===== config.mk =====
export PLATFORM = sky130hd
export DESIGN_NAME = alu_muldiv_flat
export DESIGN_NICKNAME = d
export VERILOG_FILES = /design/src/rtl/alu_muldiv_if.sv /design/src/rtl/alu_muldiv.sv /design/src/flat_wrapper.sv
export SDC_FILE = /design/constraint.sdc
export NUM_CORES = 1
export LEC_CHECK = 0
export ABC_AREA = 1
export BUFFER_PORTS_ARGS = -buffer_cell sky130_fd_sc_hd__buf_2
export CELL_PAD_IN_SITES_DETAIL_PLACEMENT = 0
export CELL_PAD_IN_SITES_GLOBAL_PLACEMENT = 1
export CORE_ASPECT_RATIO = 1.1
export CORE_MARGIN = 2
export CORE_UTILIZATION = 43
export DETAILED_ROUTE_END_ITERATION = 8
export PLACE_DENSITY = 0.83
export SYNTH_ARGS = -nofsm -noshare
export SYNTH_HDL_FRONTEND = slang
export SYNTH_SLANG_ARGS = --single-unit

===== constraint.sdc =====
create_clock -name clk_i -period 4.88 [get_ports clk_i]
set_clock_uncertainty 0.15 [all_clocks]
set_input_delay 0.244 -clock clk_i [delete_from_list [all_inputs] [get_ports clk_i]]
set_output_delay 0.244 -clock clk_i [all_outputs]
set_load 0.01 [all_outputs]

===== src/rtl/alu_muldiv_if.sv =====
// rtl/alu_muldiv_if.sv - request/result bundle between execute stage and mul/div unit
interface alu_muldiv_if #(
    parameter int XLEN = 32
);
    logic            valid_i;
    logic            ready_o;
    logic [2:0]      op_i;
    logic [XLEN-1:0] op_1_i;
    logic [XLEN-1:0] op_2_i;
    logic            abort_i;
    logic            valid_o;
    logic [XLEN-1:0] result_o;

    modport master (
        output valid_i, op_i, op_1_i, op_2_i, abort_i,
        input  ready_o, valid_o, result_o
    );

    modport slave (
        input  valid_i, op_i, op_1_i, op_2_i, abort_i,
        output ready_o, valid_o, result_o
    );
endinterface


===== src/rtl/alu_muldiv.sv =====
// rtl/alu_muldiv.sv - iterative RV32M/RV64M multiply/divide, fixed latency with early-out
module alu_muldiv #(
    parameter int XLEN  = 32,
    parameter int CNT_W = 6
) (
    input  logic       clk_i,
    input  logic       rst_i,
    alu_muldiv_if.slave bus
);
    typedef enum logic [1:0] {S_IDLE, S_CALC, S_DONE} state_t;

    state_t              state;
    logic [CNT_W-1:0]    counter;
    logic [2:0]          op_q;
    logic                neg_q;
    logic [XLEN-1:0]     opnd_q;
    logic [2*XLEN-1:0]   acc_q;
    logic                ready_q;
    logic                done_q;
    logic [XLEN-1:0]     result_q;

    logic                is_div, a_signed, b_signed, a_neg, b_neg, neg_in;
    logic [XLEN-1:0]     a_mag, b_mag, early_res;
    logic                div_zero, div_ovf;

    always_comb begin
        is_div   = bus.op_i[2];
        a_signed = is_div ? ~bus.op_i[0] : (bus.op_i[1:0] == 2'd1 || bus.op_i[1:0] == 2'd2);
        b_signed = is_div ? ~bus.op_i[0] : (bus.op_i[1:0] == 2'd1);
        a_neg    = a_signed & bus.op_1_i[XLEN-1];
        b_neg    = b_signed & bus.op_2_i[XLEN-1];
        a_mag    = a_neg ? ({XLEN{1'b0}} - bus.op_1_i) : bus.op_1_i;
        b_mag    = b_neg ? ({XLEN{1'b0}} - bus.op_2_i) : bus.op_2_i;
        // Remainder takes the dividend's sign; quotient and products take the XOR.
        neg_in   = (bus.op_i[2] & bus.op_i[1]) ? a_neg : (a_neg ^ b_neg);
        div_zero = is_div & (bus.op_2_i == {XLEN{1'b0}});
        div_ovf  = is_div & ~bus.op_i[0]
                 & (bus.op_1_i == {1'b1, {(XLEN-1){1'b0}}})
                 & (bus.op_2_i == {XLEN{1'b1}});
        if (div_zero)
            early_res = bus.op_i[1] ? bus.op_1_i : {XLEN{1'b1}};
        else
            early_res = bus.op_i[1] ? {XLEN{1'b0}} : bus.op_1_i;
    end

    logic [XLEN:0]       mul_sum, div_shift, div_diff;
    logic [2*XLEN-1:0]   mul_nxt, div_nxt, acc_nxt, prod_fin;
    logic [XLEN-1:0]     quo, rem, fin_res;

    always_comb begin
        // Multiply: acc = {partial_hi, multiplier}, add multiplicand on LSB then shift right.
        mul_sum = {1'b0, acc_q[2*XLEN-1:XLEN]} + (acc_q[0] ? {1'b0, opnd_q} : {(XLEN+1){1'b0}});
        mul_nxt = {mul_sum, acc_q[XLEN-1:1]};

        // Divide: acc = {remainder, dividend/quotient}, shift left and trial-subtract.
        div_shift = acc_q[2*XLEN-1:XLEN-1];
        div_diff  = div_shift - {1'b0, opnd_q};
        if (div_diff[XLEN])
            div_nxt = {div_shift[XLEN-1:0], acc_q[XLEN-2:0], 1'b0};
        else
            div_nxt = {div_diff[XLEN-1:0], acc_q[XLEN-2:0], 1'b1};

        acc_nxt  = op_q[2] ? div_nxt : mul_nxt;
        prod_fin = neg_q ? ({(2*XLEN){1'b0}} - acc_nxt) : acc_nxt;
        quo      = acc_nxt[XLEN-1:0];
        rem      = acc_nxt[2*XLEN-1:XLEN];

        if (!op_q[2])
            fin_res = (op_q[1:0] == 2'd0) ? prod_fin[XLEN-1:0] : prod_fin[2*XLEN-1:XLEN];
        else if (op_q[1])
            fin_res = neg_q ? ({XLEN{1'b0}} - rem) : rem;
        else
            fin_res = neg_q ? ({XLEN{1'b0}} - quo) : quo;
    end

    always_ff @(posedge clk_i) begin
        if (rst_i) begin
            state    <= S_IDLE;
            counter  <= '0;
            op_q     <= '0;
            neg_q    <= 1'b0;
            opnd_q   <= '0;
            acc_q    <= '0;
            ready_q  <= 1'b1;
            done_q   <= 1'b0;
            result_q <= '0;
        end else begin
            case (state)
                S_IDLE: begin
                    if (bus.valid_i && !bus.abort_i) begin
                        op_q    <= bus.op_i;
                        neg_q   <= neg_in;
                        opnd_q  <= is_div ? b_mag : a_mag;
                        acc_q   <= {{XLEN{1'b0}}, (is_div ? a_mag : b_mag)};
                        ready_q <= 1'b0;
                        if (div_zero || div_ovf) begin
                            state    <= S_DONE;
                            done_q   <= 1'b1;
                            result_q <= early_res;
                        end else begin
                            state   <= S_CALC;
                            counter <= CNT_W'(XLEN - 1);
                        end
                    end
                end
                S_CALC: begin
                    if (bus.abort_i) begin
                        state   <= S_IDLE;
                        ready_q <= 1'b1;
                    end else begin
                        acc_q   <= acc_nxt;
                        counter <= counter - 1'b1;
                        if (counter == '0) begin
                            state    <= S_DONE;
                            done_q   <= 1'b1;
                            result_q <= fin_res;
                        end
                    end
                end
                S_DONE: begin
                    state   <= S_IDLE;
                    ready_q <= 1'b1;
                    done_q  <= 1'b0;
                end
                default: begin
                    state   <= S_IDLE;
                    ready_q <= 1'b1;
                    done_q  <= 1'b0;
                end
            endcase
        end
    end

    // A flush landing on the result cycle must suppress the pulse immediately.
    assign bus.ready_o  = ready_q;
    assign bus.valid_o  = done_q & ~bus.abort_i;
    assign bus.result_o = result_q;
endmodule


===== src/flat_wrapper.sv =====
// flat-port wrapper written by rule: the top's interface ports become plain ports
module alu_muldiv_flat 
#(
    parameter int XLEN  = 32,
    parameter int CNT_W = 6
)
  (clk_i, rst_i, bus_valid_i, bus_op_i, bus_op_1_i, bus_op_2_i, bus_abort_i, bus_ready_o, bus_valid_o, bus_result_o);
  alu_muldiv_if #(.XLEN(XLEN)) bus_i ();
  input  logic clk_i;
  input  logic rst_i;
  input wire logic [$bits(bus_i.valid_i)-1:0] bus_valid_i;
  input wire logic [$bits(bus_i.op_i)-1:0] bus_op_i;
  input wire logic [$bits(bus_i.op_1_i)-1:0] bus_op_1_i;
  input wire logic [$bits(bus_i.op_2_i)-1:0] bus_op_2_i;
  input wire logic [$bits(bus_i.abort_i)-1:0] bus_abort_i;
  output wire logic [$bits(bus_i.ready_o)-1:0] bus_ready_o;
  output wire logic [$bits(bus_i.valid_o)-1:0] bus_valid_o;
  output wire logic [$bits(bus_i.result_o)-1:0] bus_result_o;
  assign bus_i.valid_i = bus_valid_i;
  assign bus_i.op_i = bus_op_i;
  assign bus_i.op_1_i = bus_op_1_i;
  assign bus_i.op_2_i = bus_op_2_i;
  assign bus_i.abort_i = bus_abort_i;
  assign bus_ready_o = bus_i.ready_o;
  assign bus_valid_o = bus_i.valid_o;
  assign bus_result_o = bus_i.result_o;
  alu_muldiv #(.XLEN(XLEN), .CNT_W(CNT_W)) u_core (.clk_i(clk_i), .rst_i(rst_i), .bus(bus_i));
endmodule

### Word level (Yosys, flattened, before mapping)

Cells that the tools add are included.

* bits in registers: 142
* output and inout bits: 34

* bitwise logic cells: 11
* multiplexer cells: 44
* $add $sub $neg: 8
* reduce and logical (&&, ||, !) cells: 16
* equal/unequal tests: 12

Operators with widths (count)
* 2-to-1 mux 32 bit: 17
* 2-to-1 mux 64 bit: 5
* case mux 64 bit (2 select lines): 1
* subtractor 1 x 32 -> 32 bit (first input constant): 4
* == test 32 bit (second input constant): 2
* case mux 32 bit (2 select lines): 1
* subtractor 1 x 64 -> 64 bit (first input constant): 1
* adder 32 x 33 -> 33 bit: 1
* subtractor 33 x 32 -> 33 bit: 1
* zero test 32 bit: 1
* 2-to-1 mux 6 bit: 3
* case mux 6 bit (2 select lines): 1
* 2-to-1 mux 1 bit: 9
* AND 1 bit: 8
* 2-to-1 mux 2 bit: 4
* AND reduction 4 bit: 2
* zero test 6 bit: 1
* != test 2 x 1 -> 1 bit (second input constant): 3
* != test 2 bit (second input constant): 3
* AND reduction 2 bit: 3
* subtractor 6 x 1 -> 6 bit (second input constant): 1
* AND reduction 5 bit: 1
* == test 2 x 1 -> 1 bit (second input constant): 2
* zero test 2 bit: 2
* 11 further kinds: 14

### Logic depth before layout (Yosys ltp)

* depth in word-level cells: 10
* gate-level depth with buffers: 36
* depth with buffers taken out: 36

### Least setup slack after synthesis

No wires, ideal clock.

* path kind: reg-to-reg
* from: register u_core.acc_q[31]
* to: register u_core.result_q[22] (netlist: u_core.bus.result_o[22])
* stages on the path, launching flop included: 37
* arrival time: 3.763 ns
* path slack: 0.832 ns
* data required time: 4.595 ns
* library setup time: 0.135 ns
* cells stage by stage: dfxtp_1 inv_1 ha_1 fa_1 inv_1 nand2_1 nand2_1 nand3_1 nand2_1 nand2_1 nand2_2 nand2_4 nand2_4 nand2_4 nand3_2 nand2_2 inv_1 ha_1 nand3_1 nor2_1 nand2_1 nor2_1 nand2_1 nor3_1 nand4_1 nor2_1 nand2_1 nand2_2 nand2_1 nand2_1 nand2_1 nand2_1 nand2_1 nand2_1 nand2_1 nand2_1 a21oi_1

* longest elaborated chain between the ends: 10

RTL lines
* start: declaration: RTL line alu_muldiv.sv:17 `logic [2*XLEN-1:0] acc_q;`
* start signal: assignment: RTL line alu_muldiv.sv:94 `acc_q <= {{XLEN{1'b0}}, (is_div ? a_mag : b_mag)};`
* start signal: assignment: RTL line alu_muldiv.sv:111 `acc_q <= acc_nxt;`
* subtractor 33 x 32 -> 33 bit: RTL line alu_muldiv.sv:57 `div_diff = div_shift - {1'b0, opnd_q};`
* 2-to-1 mux 64 bit: RTL line alu_muldiv.sv:58 `if (div_diff[XLEN])`
* 2-to-1 mux 64 bit (*): RTL line alu_muldiv.sv:63 `acc_nxt = op_q[2] ? div_nxt : mul_nxt;`
* subtractor 1 x 64 -> 64 bit (tied with other cells): RTL line alu_muldiv.sv:64 `prod_fin = neg_q ? ({(2*XLEN){1'b0}} - acc_nxt) : acc_nxt;`
* 2-to-1 mux 64 bit (tied with other cells): RTL line alu_muldiv.sv:64
* 2-to-1 mux 32 bit (on tied branches): RTL line alu_muldiv.sv:69, alu_muldiv.sv:70
* 2-to-1 mux 32 bit (*): RTL line alu_muldiv.sv:68 `if (!op_q[2])`
* 2-to-1 mux 32 bit (*): RTL line alu_muldiv.sv:113 `if (counter == '0) begin`
* 2-to-1 mux 32 bit (*): RTL line alu_muldiv.sv:107 `if (bus.abort_i) begin`
* case mux 32 bit (2 select lines) (*): RTL line alu_muldiv.sv:88 `case (state)`
* end signal: assignment: RTL line alu_muldiv.sv:99 `result_q <= early_res;`
* end signal: assignment: RTL line alu_muldiv.sv:116 `result_q <= fin_res;`
* end: declaration: RTL line alu_muldiv.sv:20 `logic [XLEN-1:0] result_q;`

Every way passes the cells marked *; elsewhere a longest branch is shown, timed or not. The select of a mux whose other input is x is not followed.
A chain may end at the register's enable or synchronous reset.

### Final worst setup path

* from: register u_core.acc_q[0]
* to: register u_core.result_q[29] (netlist: u_core.bus.result_o[29])

* longest elaborated chain between the ends: 10

RTL lines
* 2-to-1 mux 32 bit: RTL line alu_muldiv.sv:52 `mul_sum = {1'b0, acc_q[2*XLEN-1:XLEN]} + (acc_q[0] ? {1'b0, opnd_q} : {(XLEN+1){1'b0}});`
* adder 32 x 33 -> 33 bit: RTL line alu_muldiv.sv:52
* 2-to-1 mux 64 bit (*): RTL line alu_muldiv.sv:63
* subtractor 1 x 64 -> 64 bit or subtractor 1 x 32 -> 32 bit (tied branches): RTL line alu_muldiv.sv:64, alu_muldiv.sv:71
* 2-to-1 mux 64 bit or 2-to-1 mux 32 bit (tied branches): RTL line alu_muldiv.sv:64, alu_muldiv.sv:71
* 2-to-1 mux 32 bit (on tied branches): RTL line alu_muldiv.sv:69, alu_muldiv.sv:70
* 2-to-1 mux 32 bit (*): RTL line alu_muldiv.sv:68
* 2-to-1 mux 32 bit (*): RTL line alu_muldiv.sv:113
* 2-to-1 mux 32 bit (*): RTL line alu_muldiv.sv:107
* case mux 32 bit (2 select lines) (*): RTL line alu_muldiv.sv:88

Marks and branches as above.

==> results.cfg <==
[sta]
hold_viol = 0
tns_ns = 0
finalCritPeriodShare = 0.935
max_freq_ghz = 0.219
hold_slack_ns = 0.0314
min_period_ns = 4.57
postLayoutSetupSlackWorst_ns = 0.315
setup_viol = 0
slew_violations = 0
relSlewSlack = 0.293
worst_pin_slew_ns = 1.06

[detailed_routing]
vias = 23200
drc = 0
routed_via_density = 5.79
drtAntennaViolNets = 0
drt_iter0_drc = 2670
drt_pass1_iterations = 7
wl_per_cell_um = 23.0
routed_wl_um = 92400

[cells_and_area]
drive_gt1_frac = 0.105
final_cell_mix = nand2_1 (1,061), inv_1 (444), nor2_1 (298)
layout_commonest_cell = nand2_1
final_cells = 4016
fin_area_um2 = 20400
area_growth_pct = 11.1
fillCellCount = 4735
diodes = 0
fin_nets = 3581

[place]
portBuffers = 104
postPlaceCellArea_um2 = 19700
pre_cts_slack_ns = 0.212
dp.cells = 3977
gp_congestion = 1.03
hpwl_um = 73300

[setup_path]
crit_fanout = 14
path_class = flip-flop to flip-flop
arrival_ns = 4.72
cp-start-kind = flip-flop
cp-end-kind = flip-flop
cp_data_required_time_ns = 5.03

[clock_network]
cts_tree = yes
htree_levels = 4
cts_buffers = 17
cts_root_buf = clkbuf_16
clock_path_buffers = 2
clk_latency_ns = 0.48
clk_pin_slew_ns = 0.07
clock-sinks = 142

[die]
num_io_pins = 105
start_util = 0.434
die-area_um2 = 44300
fp.dieW_um = 201
rows = 79
coreArea_um2 = 42200
die_h_um = 221

[synthesis]
synthDistinctLibCells = 55
yosys_warnings = 0
synth-seq-cells = 142
seq_area_frac_synth = 0.155
syn-instance-count = 3352
syn_area_per_cell_um2 = 5.47
syn_area_um2 = 18300
synth.net_count = 3497

[job]
maxCapViolCount = 0

[global_routing]
grt_max_degree = 75
grt_util_all_layers = 0.411
grt_pass1_vias = 21600
grt-ovfl-total = 0
grt_pass1_wl_um = 135000
antenna_found_initial = 3

[min_path]
worstHoldPathType = input port to flip-flop

[run_status]
outcome = finished, final reports clean

[pwr]
power_density_nw_per_um2 = 307
ir_drop_uv = 298
leakage_uw = 0.0102
## worst paths after layout
path | endpoint | startpoint | slack, ns | cells past startpoint
setup / recovery | u_core.bus.result_o[29] | u_core.acc_q[0] | 0.31 | 25
hold / removal | u_core.state[0] | bus_abort_i | 0.03 | 4
setup reg to reg | u_core.bus.result_o[29] | u_core.acc_q[0] | 0.31 | 25
hold reg to reg | u_core.counter[5] | u_core.counter[5] | 0.30 | 1
## cells by family after synthesis
group	synth area share
adder cells (fa/ha/maj)	0.0513
flip-flops	0.155
buffers and inverters	0.125
XOR/XNOR	0.0540
AND/OR/NAND/NOR	0.429
AO/OA/AOI/OAI	0.186
## power by group
group / leakage, uW / internal (uW) / total, uW / switching, uW
Clock: 0.000265 / 674 / 1330 / 655
Sequential: 0.00116 / 1280 / 1390 / 111
Combinational: 0.00882 / 1010 / 3530 / 2520
## worst max-delay path, cell delays in order, from the launching register on
cell and delay (ns):
dfxtp_1 0.46, buf_4 0.27, buf_4 0.22, nand2_1 0.09
inv_1 0.08, ha_1 0.29, a21oi_1 0.25, o21ai_0 0.25
a21oi_1 0.30, inv_1 0.11, nand2_1 0.10, nand4_1 0.10
nand3_1 0.15, nand2_1 0.28, nor2_1 0.22, nand2_1 0.11
nor2_1 0.11, nand2_1 0.06, nand2_1 0.12, nand2_1 0.07
nand2_1 0.06, nand3_1 0.06, nand2_1 0.08, nand3_1 0.20
nand2_1 0.13, a21oi_1 0.06
## Yosys cell counts (all sizes together)
cell type,count,area [um^2]
dfxtp,142,2840
and3,3,18.8
or3,1,6.26
ha,72,901
nand3b,16,120
o21ai,223,1140
a221oi,9,78.8
o21bai,18,135
xor2,82,718
a31oi,59,369
nand3,270,1410
nor2,330,1320
o211ai,49,368
o22ai,2,12.5
and2,6,37.5
a22oi,3,22.5
clkbuf,94,353
inv,455,1710
o21a,16,120
nand4,40,250
xnor2,31,272
a21oi,178,910
o221ai,18,158
nor3,36,185
clkinv,7,27.5
o2111ai,1,8.76
nand2,1103,4270
a211oi,1,7.51
fa,2,40.0
o31ai,5,37.5
a21boi,2,15.0
or2,22,138
nor4,16,100
buf,37,206
a21o,3,22.5
## flip-flops by register name (all words and copies together), names as in the netlist
| signal | cells |
|---|---|
| u_core.neg_q | 1 |
| u_core.done_q | 1 |
| u_core.op_q | 3 |
| u_core.counter | 6 |
| u_core.bus.result_o | 32 |
| u_core.acc_q | 64 |
| u_core.opnd_q | 32 |
| u_core.bus.ready_o | 1 |
| u_core.state | 2 |
## timing repair
action,in CTS,in global routing
hold buffers,2,0
buffers inserted,0,4
setup endpoints to repair,0,23
resized for setup,0,25
hold endpoints to repair,2,0
## layout make-up
| class | instances | area (um^2) | area share |
|---|---|---|---|
| Multi-Input combinational cell | 2618 | 13300 | 0.654 |
| Sequential cell | 142 | 2850 | 0.140 |
| Inverter | 462 | 1740 | 0.0852 |
| Timing Repair Buffer | 195 | 1210 | 0.0593 |
| Tap cell | 567 | 709 | 0.0348 |
| Clock buffer | 19 | 443 | 0.0217 |
| Clock inverter | 13 | 108 | 0.00528 |
## metrics by stage
stage	total power (uW)	util
3_5_place_dp	4760	0.466
3_3_place_gp	4750	0.466
6_report	6250	0.483
2_1_floorplan	3640	-
4_1_cts	6090	0.480
5_1_grt	6610	0.483
## routing by layer
layer / up-vias / share of wire / global-route usage
li1: 11000 / - / -
met1: 10700 / 0.38 / 0.481
met2: 1251 / 0.46 / 0.697
met3: 285 / 0.086 / 0.0717
met4: 0 / 0.076 / 0.269
met5: - / 0 / 0
Power figures use the tool's default switching activity.
